**src/rtl/learn_mode_grader_if.sv**
```systemverilog
// Connection bundle between the learn-mode grader and its song ROM, key pad and LED/score display.
// rom_note/rom_dur follow rom_addr by one cycle; music is the key to press while note_valid is high; grade is qualified by a one-cycle grade_valid pulse.
interface learn_mode_grader_if #(
  parameter int NUM_KEYS = 8,
  parameter int NOTE_W   = 5,
  parameter int IDX_W    = 8,
  parameter int DUR_W    = 3,
  parameter int SCORE_W  = 10
);
  logic                start;
  logic [2:0]          song_sel;
  logic [IDX_W-1:0]    song_len;
  logic [IDX_W-1:0]    rom_addr;
  logic [NOTE_W-1:0]   rom_note;
  logic [DUR_W-1:0]    rom_dur;
  logic [NUM_KEYS-1:0] touch;
  logic [NOTE_W-1:0]   music;
  logic                note_valid;
  logic [2:0]          grade;
  logic                grade_valid;
  logic [SCORE_W-1:0]  score;
  logic [7:0]          wrong_cnt;
  logic                done;
  logic [3:0]          state_dbg;

  modport master (
    input  start, song_sel, song_len, rom_note, rom_dur, touch,
    output rom_addr, music, note_valid, grade, grade_valid, score, wrong_cnt, done, state_dbg
  );

  modport slave (
    output start, song_sel, song_len, rom_note, rom_dur, touch,
    input  rom_addr, music, note_valid, grade, grade_valid, score, wrong_cnt, done, state_dbg
  );
endinterface

```
**src/rtl/learn_mode_grader.sv**
```systemverilog
// Learn-mode note follower: fetches each song note, waits for the matching key,
// times the hold in ticks and grades it against the note duration into a saturating score.
module learn_mode_grader #(
  parameter int NUM_KEYS = 8,
  parameter int NOTE_W   = 5,
  parameter int IDX_W    = 8,
  parameter int DUR_W    = 3,
  parameter int TICK_DIV = 6000,
  parameter int TOL      = 3,
  parameter int TIMEOUT  = 15,
  parameter int SCORE_W  = 10
) (
  input  logic clk,
  input  logic rst,
  learn_mode_grader_if.master bus
);

  localparam int DIV_W = $clog2(TICK_DIV);
  localparam int TO_W  = $clog2(TIMEOUT + 1);
  localparam logic [DUR_W-1:0]   HOLD_MAX  = '1;
  localparam logic [SCORE_W-1:0] SCORE_MAX = '1;
  localparam logic [NOTE_W-1:0]  NOTE_TOP  = NOTE_W'(21);

  typedef enum logic [3:0] {
    IDLE       = 4'd0,
    FETCH_A    = 4'd1,
    FETCH_D    = 4'd2,
    REST       = 4'd3,
    WAIT_PRESS = 4'd4,
    HOLD       = 4'd5,
    GRADE      = 4'd6,
    ADVANCE    = 4'd7,
    DONE       = 4'd8
  } state_t;

  state_t              state;
  logic [DIV_W-1:0]    div_cnt;
  logic [IDX_W-1:0]    idx;
  logic [IDX_W-1:0]    rom_addr;
  logic [NOTE_W-1:0]   note;
  logic [DUR_W-1:0]    dur;
  logic [DUR_W-1:0]    hold_cnt;
  logic [TO_W-1:0]     to_cnt;
  logic                timed_out;
  logic [2:0]          last_sel;
  logic [NUM_KEYS-1:0] prev_touch;
  logic [NOTE_W-1:0]   music;
  logic                note_valid;
  logic [2:0]          grade;
  logic                grade_valid;
  logic [SCORE_W-1:0]  score;
  logic [7:0]          wrong_cnt;
  logic                done;

  logic                restart, tick, rom_rest, wrong_hit;
  logic [IDX_W-1:0]    last_idx;
  logic [NOTE_W-1:0]   key_pos;
  logic [NUM_KEYS-1:0] exp_key;
  logic [DUR_W-1:0]    hold_tick, diff;
  logic [31:0]         diff32;
  logic [2:0]          grade_calc;
  logic [SCORE_W:0]    score_sum;
  logic [SCORE_W-1:0]  score_nxt;
  logic [7:0]          wrong_inc;

  assign restart   = bus.start || (bus.song_sel != last_sel);
  assign tick      = (div_cnt == DIV_W'(TICK_DIV - 1));
  assign last_idx  = (bus.song_len == '0) ? '0 : bus.song_len - 1'b1;
  assign rom_rest  = (bus.rom_note == '0) || (bus.rom_note > NOTE_TOP);

  // Seven keys per octave: the note code folds onto one key of the pad.
  assign key_pos   = (note - 1'b1) % NOTE_W'(7);
  assign exp_key   = NUM_KEYS'(1) << key_pos;
  assign wrong_hit = (bus.touch != '0) && (bus.touch != exp_key) && (bus.touch != prev_touch);
  assign wrong_inc = (wrong_cnt == 8'hFF) ? wrong_cnt : wrong_cnt + 8'd1;

  assign hold_tick  = (tick && hold_cnt != HOLD_MAX) ? hold_cnt + 1'b1 : hold_cnt;
  assign diff       = (hold_cnt >= dur) ? hold_cnt - dur : dur - hold_cnt;
  assign diff32     = 32'(diff);
  assign grade_calc = (timed_out || diff32 > TOL) ? 3'd0 : 3'(TOL + 1 - diff32);
  assign score_sum  = {1'b0, score} + (SCORE_W+1)'(grade_calc);
  assign score_nxt  = score_sum[SCORE_W] ? SCORE_MAX : score_sum[SCORE_W-1:0];

  always_ff @(posedge clk or negedge rst) begin
    if (!rst) begin
      state       <= IDLE;
      div_cnt     <= '0;
      idx         <= '0;
      rom_addr    <= '0;
      note        <= '0;
      dur         <= '0;
      hold_cnt    <= '0;
      to_cnt      <= '0;
      timed_out   <= 1'b0;
      last_sel    <= '0;
      prev_touch  <= '0;
      music       <= '0;
      note_valid  <= 1'b0;
      grade       <= '0;
      grade_valid <= 1'b0;
      score       <= '0;
      wrong_cnt   <= '0;
      done        <= 1'b0;
    end else begin
      grade_valid <= 1'b0;
      prev_touch  <= bus.touch;
      div_cnt     <= tick ? '0 : div_cnt + 1'b1;
      if (restart) begin
        state      <= FETCH_A;
        idx        <= '0;
        rom_addr   <= '0;
        score      <= '0;
        grade      <= '0;
        wrong_cnt  <= '0;
        done       <= 1'b0;
        div_cnt    <= '0;
        last_sel   <= bus.song_sel;
        music      <= '0;
        note_valid <= 1'b0;
      end else begin
        case (state)
          IDLE: state <= IDLE;
          FETCH_A: state <= FETCH_D;
          FETCH_D: begin
            // Tick phase restarts with each note so durations are counted from its start.
            note      <= bus.rom_note;
            dur       <= bus.rom_dur;
            div_cnt   <= '0;
            hold_cnt  <= '0;
            to_cnt    <= '0;
            timed_out <= 1'b0;
            if (rom_rest) begin
              state <= REST;
            end else begin
              state      <= WAIT_PRESS;
              music      <= bus.rom_note;
              note_valid <= 1'b1;
            end
          end
          REST: begin
            if (dur == '0) begin
              state <= ADVANCE;
            end else if (tick) begin
              hold_cnt <= hold_cnt + 1'b1;
              if (hold_cnt + 1'b1 == dur) state <= ADVANCE;
            end
          end
          WAIT_PRESS: begin
            if (wrong_hit) wrong_cnt <= wrong_inc;
            if (bus.touch == exp_key) begin
              state    <= HOLD;
              hold_cnt <= '0;
            end else if (tick) begin
              to_cnt <= to_cnt + 1'b1;
              if (to_cnt == TO_W'(TIMEOUT - 1)) begin
                timed_out  <= 1'b1;
                state      <= GRADE;
                music      <= '0;
                note_valid <= 1'b0;
              end
            end
          end
          HOLD: begin
            hold_cnt <= hold_tick;
            if (bus.touch != exp_key) begin
              state      <= GRADE;
              music      <= '0;
              note_valid <= 1'b0;
              if (wrong_hit) wrong_cnt <= wrong_inc;
            end
          end
          GRADE: begin
            grade       <= grade_calc;
            score       <= score_nxt;
            grade_valid <= 1'b1;
            state       <= ADVANCE;
          end
          ADVANCE: begin
            if (idx == last_idx) begin
              state <= DONE;
              done  <= 1'b1;
            end else begin
              idx      <= idx + 1'b1;
              rom_addr <= idx + 1'b1;
              state    <= FETCH_A;
            end
          end
          DONE: state <= DONE;
          default: state <= IDLE;
        endcase
      end
    end
  end

  assign bus.rom_addr    = rom_addr;
  assign bus.music       = music;
  assign bus.note_valid  = note_valid;
  assign bus.grade       = grade;
  assign bus.grade_valid = grade_valid;
  assign bus.score       = score;
  assign bus.wrong_cnt   = wrong_cnt;
  assign bus.done        = done;
  assign bus.state_dbg   = state;

endmodule

```
**src/flat_wrapper.sv**
```systemverilog
// flat-port wrapper written by rule: the top's interface ports become plain ports
module learn_mode_grader_flat 
#(
  parameter int NUM_KEYS = 8,
  parameter int NOTE_W   = 5,
  parameter int IDX_W    = 8,
  parameter int DUR_W    = 3,
  parameter int TICK_DIV = 6000,
  parameter int TOL      = 3,
  parameter int TIMEOUT  = 15,
  parameter int SCORE_W  = 10
)
  (clk, rst, bus_start, bus_song_sel, bus_song_len, bus_rom_note, bus_rom_dur, bus_touch, bus_rom_addr, bus_music, bus_note_valid, bus_grade, bus_grade_valid, bus_score, bus_wrong_cnt, bus_done, bus_state_dbg);
  learn_mode_grader_if #(.NUM_KEYS(NUM_KEYS), .NOTE_W(NOTE_W), .IDX_W(IDX_W), .DUR_W(DUR_W), .SCORE_W(SCORE_W)) bus_i ();
  input  logic clk;
  input  logic rst;
  input wire logic [$bits(bus_i.start)-1:0] bus_start;
  input wire logic [$bits(bus_i.song_sel)-1:0] bus_song_sel;
  input wire logic [$bits(bus_i.song_len)-1:0] bus_song_len;
  input wire logic [$bits(bus_i.rom_note)-1:0] bus_rom_note;
  input wire logic [$bits(bus_i.rom_dur)-1:0] bus_rom_dur;
  input wire logic [$bits(bus_i.touch)-1:0] bus_touch;
  output wire logic [$bits(bus_i.rom_addr)-1:0] bus_rom_addr;
  output wire logic [$bits(bus_i.music)-1:0] bus_music;
  output wire logic [$bits(bus_i.note_valid)-1:0] bus_note_valid;
  output wire logic [$bits(bus_i.grade)-1:0] bus_grade;
  output wire logic [$bits(bus_i.grade_valid)-1:0] bus_grade_valid;
  output wire logic [$bits(bus_i.score)-1:0] bus_score;
  output wire logic [$bits(bus_i.wrong_cnt)-1:0] bus_wrong_cnt;
  output wire logic [$bits(bus_i.done)-1:0] bus_done;
  output wire logic [$bits(bus_i.state_dbg)-1:0] bus_state_dbg;
  assign bus_i.start = bus_start;
  assign bus_i.song_sel = bus_song_sel;
  assign bus_i.song_len = bus_song_len;
  assign bus_i.rom_note = bus_rom_note;
  assign bus_i.rom_dur = bus_rom_dur;
  assign bus_i.touch = bus_touch;
  assign bus_rom_addr = bus_i.rom_addr;
  assign bus_music = bus_i.music;
  assign bus_note_valid = bus_i.note_valid;
  assign bus_grade = bus_i.grade;
  assign bus_grade_valid = bus_i.grade_valid;
  assign bus_score = bus_i.score;
  assign bus_wrong_cnt = bus_i.wrong_cnt;
  assign bus_done = bus_i.done;
  assign bus_state_dbg = bus_i.state_dbg;
  learn_mode_grader #(.NUM_KEYS(NUM_KEYS), .NOTE_W(NOTE_W), .IDX_W(IDX_W), .DUR_W(DUR_W), .TICK_DIV(TICK_DIV), .TOL(TOL), .TIMEOUT(TIMEOUT), .SCORE_W(SCORE_W)) u_core (.clk(clk), .rst(rst), .bus(bus_i));
endmodule
```
**config.mk**
```make
export PLATFORM = sky130hd
export DESIGN_NAME = learn_mode_grader_flat
export DESIGN_NICKNAME = d
export VERILOG_FILES = /design/src/rtl/learn_mode_grader_if.sv /design/src/rtl/learn_mode_grader.sv /design/src/flat_wrapper.sv
export SDC_FILE = /design/constraint.sdc
export NUM_CORES = 1
export LEC_CHECK = 0
export ABC_AREA = 1
export CAP_MARGIN = 0
export CORE_MARGIN = 3
export CORE_UTILIZATION = 45
export DETAILED_ROUTE_END_ITERATION = 7
export DONT_BUFFER_PORTS = 1
export HOLD_SLACK_MARGIN = 0.08
export PLACE_DENSITY = 0.61
export SLEW_MARGIN = 30
export SYNTH_ARGS = -nofsm -noshare
export SYNTH_HDL_FRONTEND = slang
export SYNTH_SLANG_ARGS = --single-unit
```
**constraint.sdc**
```tcl
create_clock -name clk -period 4.8 [get_ports clk]
set_input_delay 0.96 -clock clk [delete_from_list [all_inputs] [get_ports clk]]
set_output_delay 0.96 -clock clk [all_outputs]
set_load 0.05 [all_outputs]
```
# Word-level counts from Yosys, hierarchy flattened
# Cells that the tools add are included.
# W data, S select, Z words.
totals:
  register_bits: 81
  latch_bits: 0
  ramBits: 0
  rom_bits: 0
  in_bits: 30
  out_inout_bits: 41
  wordCells: 156
  memories: 0
op_classes:
  addsub: 11
  mul: 0
  div: 1
  n_lt_le_gt_ge: 3
  n_eq_ne: 35
  shift: 1
  n_mux: 61
  bitwise: 1
  n_reduce_logical: 26
ops:
  columns: ["op", "n"]
  rows:
  - ["$mux W8", 8]
  - ["$mux W4", 11]
  - ["$mux W13", 3]
  - ["$pmux W4 S8", 1]
  - ["$mux W10", 3]
  - ["$mux W5", 6]
  - ["$mux W3", 9]
  - ["$add A8 B1 Y8 const B", 2]
  - ["$eq A4 B3 Y1 const B", 4]
  - ["$eq A8 B8 Y1", 2]
  - ["$ne A4 B1 Y1 const B", 4]
  - ["$ne A8 B8 Y1", 2]
  - ["$pmux W8 S2", 1]
  - ["$pmux W5 S3", 1]
  - ["$mux W1", 14]
  - ["$add A13 B1 Y13 const B", 1]
  - ["$eq A13 B13 Y1 const B", 1]
  - ["$ne A2 B1 Y1 const B", 6]
  - ["$pmux W3 S4", 1]
  - ["$reduce_and A6 Y1", 2]
  - ["$add A10 B3 Y11", 1]
  - ["$reduce_and A5 Y1", 2]
  - ["$ne A3 B1 Y1 const B", 3]
  - ["$eq A4 B2 Y1 const B", 2]
  - ["other kinds (34)", 49]

# Depth between registers and ports, before layout
# Gate-level depths: netlist (run 1).
depth:
  depth_word: 10
  ltp_mapped: 36
  mapped_depth_nobuf: 36

# Worst setup path after synthesis (run 1)
# OpenSTA, ideal clock, no wires.
synth_path:
  path_type: "register to register"
  from: "register u_core.note[0]"
  to: "register u_core.wrong_cnt[3] (netlist: u_core.bus.wrong_cnt[3])"
  setup_time_ns: 0.121
  arrival_time_ns: 3.450
  required_time_ns: 4.679
  path_slack_ns: 1.229
  stages_incl_launch_ff: 35
  n_path_buf: 1
  period_less_slack_ns: 3.571
  cell_sequence: "dfrtp_1 -> inv_1 -> ha_1 -> inv_1 -> nand2_1 -> nand2_2 -> ha_1 -> nand2_1 -> inv_1 -> nand2_1 -> nand3_1 -> nand2_2 -> nand3_2 -> nand2_1 -> inv_2 -> nand3_1 -> nand2_2 -> ha_1 -> nand3_2 -> nand2_2 -> nor2_4 -> nand2_2 -> nand2_1 -> nand2_2 -> nor2_2 -> nand3_1 -> nand2_1 -> nand2_2 -> nor2_4 -> nand2_2 -> nand2_4 -> nand2_4 -> buf_6 -> nand2_1 -> o21ai_2"
synth_between:
  elab_chain_cells: 10
  word_cells_on_any_way: 12
  classes_between: "1 x add/sub; 1 x div; 2 x eq/ne; 1 x shift; 4 x mux; 3 x reduce/logical"
synth_lines:
  columns: ["item", "line", "rtl"]
  rows:
  - ["start, declared", "learn_mode_grader.sv:40", "logic [NOTE_W-1:0] note;"]
  - ["start signal, assigned", "learn_mode_grader.sv:126", "note <= bus.rom_note;"]
  - ["$sub A5 B1 Y5 *", "learn_mode_grader.sv:72", "assign key_pos = (note - 1'b1) % NOTE_W'(7);"]
  - ["$mod A5 B3 Y5 *", "learn_mode_grader.sv:72", null]
  - ["$shl A1 B5 Y8 *", "learn_mode_grader.sv:73", "assign exp_key = NUM_KEYS'(1) << key_pos;"]
  - ["$ne A8 B8 Y1 *", "learn_mode_grader.sv:74, learn_mode_grader.sv:165", null]
  - ["$logic_and A1 B1 Y1 (2 in a row)", "learn_mode_grader.sv:74", "assign wrong_hit = (bus.touch != '0) && (bus.touch != exp_key) && (bus.touch != prev_touch);"]
  - ["$mux W8 (2 in a row)", null, null]
  - ["$pmux W8 S2", null, null]
  - ["$mux W8", null, null]
  - ["end signal, assigned", "learn_mode_grader.sv:149", "if (wrong_hit) wrong_cnt <= wrong_inc;"]
  - ["end signal, assigned", "learn_mode_grader.sv:169", "if (wrong_hit) wrong_cnt <= wrong_inc;"]
  - ["end, declared", "learn_mode_grader.sv:52", "logic [7:0] wrong_cnt;"]
# Mark *: on every way between the ends. The rest lies on a longest branch, timed or not. The select of a mux whose other input is x is not followed.
# A chain may end at the register's enable or synchronous reset.

# Worst setup path in the final report (run 1)
layout_path:
  from: "register u_core.note[0]"
  to: "register u_core.music[2] (netlist: u_core.bus.music[2])"
layout_between:
  elab_chain_cells: 6
  word_cells_on_any_way: 8
  classes_between: "1 x add/sub; 1 x div; 4 x eq/ne; 1 x shift; 1 x reduce/logical"
layout_lines:
  columns: ["item", "line", "rtl"]
  rows:
  - ["$sub A5 B1 Y5 *", "learn_mode_grader.sv:72", null]
  - ["$mod A5 B3 Y5 *", "learn_mode_grader.sv:72", null]
  - ["$shl A1 B5 Y8 *", "learn_mode_grader.sv:73", null]
  - ["$ne A8 B8 Y1 / $eq A8 B8 Y1 (equally long branches)", "learn_mode_grader.sv:165, learn_mode_grader.sv:150", null]
  - ["$ne A3 B1 Y1 (no source line) / $ne A3 B2 Y1 (equally long branches)", null, null]
  - ["$reduce_and A6 Y1 (no source line) *", null, null]
  - ["end signal, assigned", "learn_mode_grader.sv:136", "music <= bus.rom_note;"]
  - ["end, declared", "learn_mode_grader.sv:47", "logic [NOTE_W-1:0] music;"]
# Mark *: on every way between the ends. The rest lies on a longest branch, timed or not.

==> results of run 1 <==
## flip-flops by register name, indices dropped and copies added, names as in the netlist
signal	flops
u_core.hold_cnt	3
u_core.note	5
u_core.bus.wrong_cnt	8
u_core.last_sel	3
u_core.idx	8
u_core.bus.grade	3
u_core.prev_touch	8
u_core.bus.music	5
u_core.timed_out	1
u_core.bus.state_dbg	4
u_core.to_cnt	4
u_core.div_cnt	13
u_core.bus.note_valid	1
u_core.bus.grade_valid	1
u_core.bus.done	1
u_core.bus.score	10
u_core.dur	3
## final timing paths
kind                                       end  slack [ps]               from  depth (start not counted)
max                        u_core.bus.music[2]         730     u_core.note[0]                         33
min                              u_core.dur[2]         320                rst                          0
max reg2reg                u_core.bus.music[2]         730     u_core.note[0]                         33
min reg2reg                  u_core.div_cnt[0]         470  u_core.div_cnt[0]                          1
max in group asynchronous        u_core.idx[3]        4380                rst                          0
min in group clk             u_core.div_cnt[0]         470  u_core.div_cnt[0]                          1
## report_power, final
part	total [W]	switching, W	internal [W]
Clock	0.000724	0.000271	0.000453
Combinational	0.000517	0.000350	0.000167
Sequential	0.000716	0.0000220	0.000694
Total	0.00196	0.000643	0.00131
## per-layer routing
metal	vias up	share of wire, %
met5	-	0
met4	0	1.4
met3	11	6.8
met2	98	47
met1	2138	45
li1	2319	-
## cell type report
class / count / area [um2]
clock inverter: 6 / 82.58
fill: 1133 / 5733
inverter: 108 / 405.4
sequential: 81 / 2027
clock buffer: 10 / 229.0
tap: 143 / 178.9
timing repair buffer: 2 / 15.01
multi-input combinational: 511 / 2894
## synth_stat cells (all sizes together)
library cell and number:
nand2 172, inv 107, dfrtp 81, nor2 67, nand3 65, o21ai 45, a21oi 26, nor3 25
ha 23, xor2 22, clkbuf 10, nand4 10, or2 9, nor4 7, o22ai 6, a31oi 5
xnor2 5, a211oi 3, fa 3, o21bai 3, a221oi 2, o21a 2, o31ai 2, a2111oi 1
a21o 1, a32oi 1, a41oi 1, buf 1, clkinv 1, mux2 1, mux2i 1, nand3b 1
nor3b 1, o211ai 1
## metrics by stage
step	instance area (um2)	total power (W)	worst slack [ps]
after global placement	5520	0.001229	977.7
after floorplan	5375	0.001169	1229
after CTS	5832	0.001981	721.6
final	5832	0.001957	728.1
after detailed placement	5520	0.001242	751.0
after global routing	5832	0.002074	310.9
## cells by family (layout without fill, tap and decap cells)
logic type               count (synthesis)  in the layout
adder cells (fa/ha/maj)                 26             26
XOR/XNOR                                27             27
AND/OR/NAND/NOR                        357            357
buffers and inverters                  119            126
flip-flops                              81             81
AO/OA/AOI/OAI                           99             99
multiplexers                             2              2
==> out/metrics.csv, run 1 <==
metric;value;unit
numCtsBuffers;9;
grt_pass1_vias;4411;
synth_seq_cells;81;
slowest_delay;450;ps
fmax;245.6;MHz
ys_seq_area_share;37.71;%
vias_per_cell;5.303;
grt.overflow.total;0;
grt_pass1_wl;20260;um
nNetsFinal;769;
rows;39;
synth_top_family_by_area;simple AND/OR/NAND/NOR gates;
initial_core_util;46.48;%
routed_wl;12040;um
cts_resized;0;
path_class;reg -> reg;
drcViolationCount;0;
wl_per_cell;13.98;um
finClkSkew;6.193;ps
ys_warn_count;0;
min_period;4072;ps
num_vias;4566;
die_area;13290;um2
relSlewSlack;41.84;%
ir_drop;0.1499;mV
finalHoldViolCount;0;
cp_max_fo;7;
grtUsageMet1;23.46;%
synthXorXnorAreaFrac;4.399;%
run_status;finished clean;
clock_sinks;81;
hp-class;in -> async;
crit_path_start_kind;flip-flop;
grt_max_degree;82;
antenna_found_initial;0;
synthSimpleGateAreaFrac;31.49;%
layout-drive-gt1-share;11.42;%
root_buffer;clkbuf_16;
crit_family;simple AND/OR/NAND/NOR gates;
final_cell_mix;149 x nand2_1, 99 x inv_1, 81 x dfrtp_1;
power.density;335.6;nW/um2
cts-hold-fix-buffers;0;
fp.dieH;115.3;um
max_slew.worst_pin.slew;864.4;ps
dp_hpwl;8975;um
synth_top_area_share;37.71;%
grt.busiest_layer;met2;
dp.cells;845;
post_cts_buffers;0;
holdWs;315.2;ps
clkLatencyLatePin;340;ps
drt-pass1-iter-count;4;
gp_congestion;0.8606;
cp_common_cell;nand2_1;
cap_violations;0;
dr.first_iter.drc_count;217;
end_kind;flip-flop;
cp_num_buf_inv;4;
synthTopCellsByArea;dfrtp_1 38%, nand2_1 10%, inv_1 6.9%;
final_common_cell;nand2_1;
finalNonFillerCells;861;
synth_top_cell_by_area;dfrtp_1;
ios;71;
ant_nets;0;
diodes;0;
crit_slowest_cell;dfrtp_1;
yosysUniqueCellTypes;45;
avgSynthCellArea;7.560;um2
tns;0;ps
use_met2;31.48;%
synth_compound_area_share;11.08;%
syn2layout_area_growth;8.496;%
synth_mux_area_share;0.3957;%
synth_fa_ha_area_share;6.471;%
fin_crit_sh;84.83;%
grt.total_usage;18.97;%
syn_nets;767;
port_buffers;0;
utilization;50.43;%
crit_arrival;4300;ps
synthesis.area;5375;um2
die_width;115.3;um
slew_violations;0;
clk_pin_slew;60;ps
cts_tree;yes;
power.static_leakage;2.756;nW
rsz0062_at_grt;false;
grt.met3_usage;6.368;%
cts-htree-levels;3;
finalSetupViolCount;0;
core_area;11560;um2
clockBufferDepth;2;
netlist_instances;711;
cp_data_required_time;5020;ps
Note: power is estimated with default switching activity, not from simulation.
==> run 2, diff against run 1 <==
clock period = 4.15 ns   (was 4.8 ns; I/O delays follow)
==> run 2 against run 1 <==
Fmax increased by 4.6%; total power is 22% higher; via count increased by 1.2%; clock skew fell by 0.58 ps; utilization rose by 1.8 points; setup slack got worse by 470 ps; wire length up 3.8%; hold slack worse by 130 ps; clock power increased by 16%; critical path type unchanged; critical endpoint is now u_core.bus.music[4]; largest cell class unchanged.
==> out/metrics.csv, run 2 (synthesis results as in run 1) <==
metric;value;unit
run_status;finished clean;
ir_drop;0.1664;mV
cap_violations;0;
fmax;257.0;MHz
rows;39;
grt_max_degree;82;
cts-hold-fix-buffers;0;
grt.overflow.total;0;
finalSetupViolCount;0;
holdWs;184.1;ps
num_vias;4622;
largest-register;u_core.div_cnt;
cts_tree;yes;
gp_congestion;0.8557;
stdcell_area;6041;um2
path_class;reg -> reg;
syn2layout_area_growth;12.38;%
power.density;395.2;nW/um2
finClkSkew;5.618;ps
initial_core_util;46.48;%
final_cell_mix;144 x nand2_1, 97 x inv_1, 80 x dfrtp_1;
clockBufferDepth;2;
crit_arrival;4170;ps
dp.cells;846;
largest_reg_flops;13;
end_kind;flip-flop;
clkLatencyLatePin;340;ps
grt_pass1_wl;20200;um
ant_nets;0;
finalNonFillerCells;868;
dr.first_iter.drc_count;261;
slew_violations;0;
antenna_found_initial;0;
vias_per_cell;5.325;
die_area;13290;um2
dp_hpwl;9104;um
nFillCells;1108;
wl_per_cell;14.39;um
cp_data_required_time;4430;ps
power.static_leakage;2.830;nW
core_area;11560;um2
drt-pass1-iter-count;5;
fin_crit_sh;93.78;%
root_buffer;clkbuf_16;
fp.dieH;115.3;um
ios;71;
drcViolationCount;0;
diodes;0;
numCtsBuffers;9;
slowest_delay;410;ps
grt.total_usage;18.72;%
min_period;3892;ps
nNetsFinal;777;
finalHoldViolCount;0;
cp_common_cell;nand2_1;
largestRegisters;u_core.div_cnt: 13 flops, u_core.bus.score: 10 flops;
die_width;115.3;um
crit_path_start_kind;flip-flop;
hp-class;in -> async;
pre_cts_slack;172.9;ps
relSlewSlack;56.00;%
port_buffers;0;
cts-htree-levels;3;
clock_sinks;81;
max_slew.worst_pin.slew;660.0;ps
grt_pass1_vias;4420;
layout-drive-gt1-share;14.48;%
final_common_cell;nand2_1;
routed_wl;12490;um
cp_max_fo;7;
setup_slack;258.2;ps
placed_area;5528;um2
clk_pin_slew;60;ps
crit_slowest_cell;dfrtp_1;
## run 2: cell count changes in the layout (fill, tap and decap cells not counted), sizes merged
| cell | delta |
|---|---|
| buf | +8 |
| clkinv | -1 |
## run 2: final timing paths
path                       depth (start not counted)         startpoint  slack [ps]                       to
max                                               34     u_core.note[1]         260      u_core.bus.music[4]
min                                                0                rst         180      u_core.bus.score[6]
max reg2reg                                       34     u_core.note[1]         260      u_core.bus.music[4]
min reg2reg                                        1  u_core.div_cnt[0]         460        u_core.div_cnt[0]
max in group asynchronous                          0                rst        3850  u_core.bus.state_dbg[2]
min in group clk                                   1  u_core.div_cnt[0]         460        u_core.div_cnt[0]
## run 2: timing repair
| action | in CTS | in global routing |
|---|---|---|
| setup endpoints to repair | 0 | 24 |
| endpoints found under the hold margin | 0 | 0 |
| buffers inserted | 0 | 7 |
| gates resized for setup | 0 | 31 |
## run 2: per-stage QoR
stage	TNS, ps	total power (W)	util (%)
floorplan	0	0.001352	-
global placement	0	0.001421	47.80
detailed placement	0	0.001441	47.80
CTS	0	0.002292	50.48
global route	-890.8	0.002529	52.23
finish	0	0.002387	52.23
## run 2: critical path, delay by kind of cell, from the launching register on
family / cells / cell delay (ps)
buffers and inverters: 3 / 270
adders and majority gates: 2 / 400
DFF: 1 / 410
and+or+nand+nor: 29 / 2760
## run 2: area by class of cell
type                            instances  area [um2]  area share, %
Clock inverter                          5       81.33          1.346
Clock buffer                           10       229.0          3.790
Sequential cell                        81        2028          33.58
Inverter                              108       405.4          6.711
Multi-Input combinational cell        511        3043          50.37
Timing Repair Buffer                   10       75.07          1.243
Tap cell                              143       178.9          2.962
## run 2: report_power, final
group	internal (W)	total, W	leakage [nW]	switching (W)
Clock	0.000523	0.000839	0.149	0.000316
Combinational	0.000246	0.000719	1.60	0.000473
Sequential	0.000803	0.000829	1.08	0.0000256
## run 2: metal layers
metal	GRT usage, %	wire length (um)
met3	6.526	778
met1	23.05	5526
met5	0	0
met4	4.930	46
met2	31.37	6141
==> run 3, diff against run 2 <==
CELL_PAD_IN_SITES_DETAIL_PLACEMENT = 0   (was not set)
CELL_PAD_IN_SITES_GLOBAL_PLACEMENT = 1   (was not set)
PLACE_DENSITY = 0.78   (was 0.61)
==> run 3 against run 2 <==
Clock power is 12% lower; utilization increased by 0.42 points; register-to-register slack improved by 30 ps; count of clock-buffer cells in the layout rose by 2; final area rose by 0.81%; sequential power about the same.
==> out/metrics.csv, run 3 (synthesis results as in run 1) <==
metric;value;unit
run_status;finished clean;
nFillCells;1125;
crit_path_start_kind;flip-flop;
stdcell_area;6090;um2
grt_pass1_vias;4549;
dr.first_iter.drc_count;299;
cap_violations;0;
routed_wl;12460;um
clkLatencyLatePin;340;ps
core_area;11560;um2
grt.overflow.total;0;
finalSetupViolCount;0;
combPwrFrac;32.6;%
crit_slowest_cell;dfrtp_2;
final_common_cell;nand2_1;
antenna_found_initial;0;
root_buffer;clkbuf_16;
relSlewSlack;55.88;%
max_slew.worst_pin.slew;661.8;ps
path_class;reg -> reg;
hp-class;in -> async;
slowest_delay;440;ps
final_cell_mix;136 x nand2_1, 97 x inv_1, 79 x dfrtp_1;
nNetsFinal;781;
p_switching;0.0008416;W
die_area;13290;um2
finalNonFillerCells;873;
power.density;382.5;nW/um2
dp_hpwl;9184;um
clockBufferDepth;2;
min_period;3863;ps
ir_drop;0.2331;mV
cp_data_required_time;4430;ps
cp_max_fo;7;
power.static_leakage;2.848;nW
slew_violations;0;
crit_arrival;4140;ps
initial_core_util;46.48;%
drt-pass1-iter-count;4;
pwr-share-clk;31.8;%
vias_per_cell;5.334;
rows;39;
grt.total_usage;19.51;%
clk_pin_slew;60;ps
numCtsBuffers;9;
num_vias;4657;
diodes;0;
fin_crit_sh;93.09;%
cts_tree;yes;
p_seq_share;35.6;%
drcViolationCount;0;
finalHoldViolCount;0;
end_kind;flip-flop;
port_buffers;0;
syn2layout_area_growth;13.29;%
die_width;115.3;um
setup_slack;286.7;ps
layout-drive-gt1-share;16.03;%
finClkSkew;7.564;ps
power;0.002329;W
fp.dieH;115.3;um
pre_cts_slack;67.57;ps
cts-htree-levels;3;
largest-register;u_core.div_cnt;
clock_sinks;81;
fmax;258.8;MHz
dp.cells;846;
ios;71;
largest_reg_flops;13;
p_int;0.001488;W
grt_pass1_wl;20860;um
largestRegisters;u_core.div_cnt: 13 flops, u_core.bus.score: 10 flops;
grt_max_degree;82;
switching_share;36.14;%
cp_common_cell;nand2_1;
wl_per_cell;14.27;um
placed_area;5528;um2
ant_nets;0;
gp_congestion;0.8212;
==> run 3: changes by cell type in the layout (fill, tap and decap cells not counted), sizes merged <==
cell	previous run	this run
buf	10	14
bufinv	2	0
clkbuf	10	12
clkinvlp	1	2
==> run 3: repair_timing <==
| action | CTS | global route |
|---|---|---|
| endpoints found under the setup margin | 0 | 25 |
| gates resized for setup | 0 | 47 |
| setup buffers | 0 | 11 |
| hold buffers | 0 | 0 |
==> run 3: power groups by stage <==
stage | Combinational, W | Clock (W) | Sequential, W
after global placement | 0.000589 | 0 | 0.000843
after global routing | 0.000840 | 0.000800 | 0.000831
final | 0.000760 | 0.000740 | 0.000830
after detailed placement | 0.000604 | 0 | 0.000844
after floorplan | 0.000512 | 0 | 0.000840
after CTS | 0.000608 | 0.000769 | 0.000829
==> run 3: final timing paths <==
kind | from | to | slack (ps) | cells past startpoint
max in group asynchronous | rst | u_core.bus.score[0] | 3840 | 0
setup reg to reg | u_core.note[1] | u_core.bus.note_valid | 290 | 31
hold / removal | rst | u_core.bus.music[4] | 180 | 0
hold reg to reg | u_core.div_cnt[0] | u_core.div_cnt[0] | 460 | 1
min in group clk | u_core.div_cnt[0] | u_core.div_cnt[0] | 460 | 1
setup / recovery | u_core.note[1] | u_core.bus.note_valid | 290 | 31
==> run 3: routing by layer <==
layer	vias up	part of all wire, %	global-route usage (%)
met5	-	0	0
met1	2190	44	24.46
met2	110	48	31.44
li1	2342	-	-
met4	0	1.6	7.121
met3	15	7.1	6.474
==> run 3: critical path, delay by kind of cell, from the launching register on <==
kind	cells	cell delay [ps]
adders and majority gates	2	280
buffers and inverters	4	380
DFF	1	440
and+or+nand+nor	25	2650
==> run 3: per-stage QoR <==
stage	TNS (ps)	hold WS (ps)	util (%)
finish	0	182.9	52.66
global route	-252.7	160.1	52.66
CTS	0	162.4	50.18
detailed placement	0	460.0	47.80
global placement	0	445.1	47.80
floorplan	0	432.9	-
==> run 3: cell type report <==
class                   count  area (um2)  share of cell area [%]
inverters                 108       410.4                   6.739
clock inverters             4       28.78                  0.4726
well taps                 143       178.9                   2.938
repair buffers             14       105.1                   1.726
multi-input cells         511        3090                   50.75
flip-flops and latches     81        2029                   33.33
clock buffers              12       246.5                   4.048
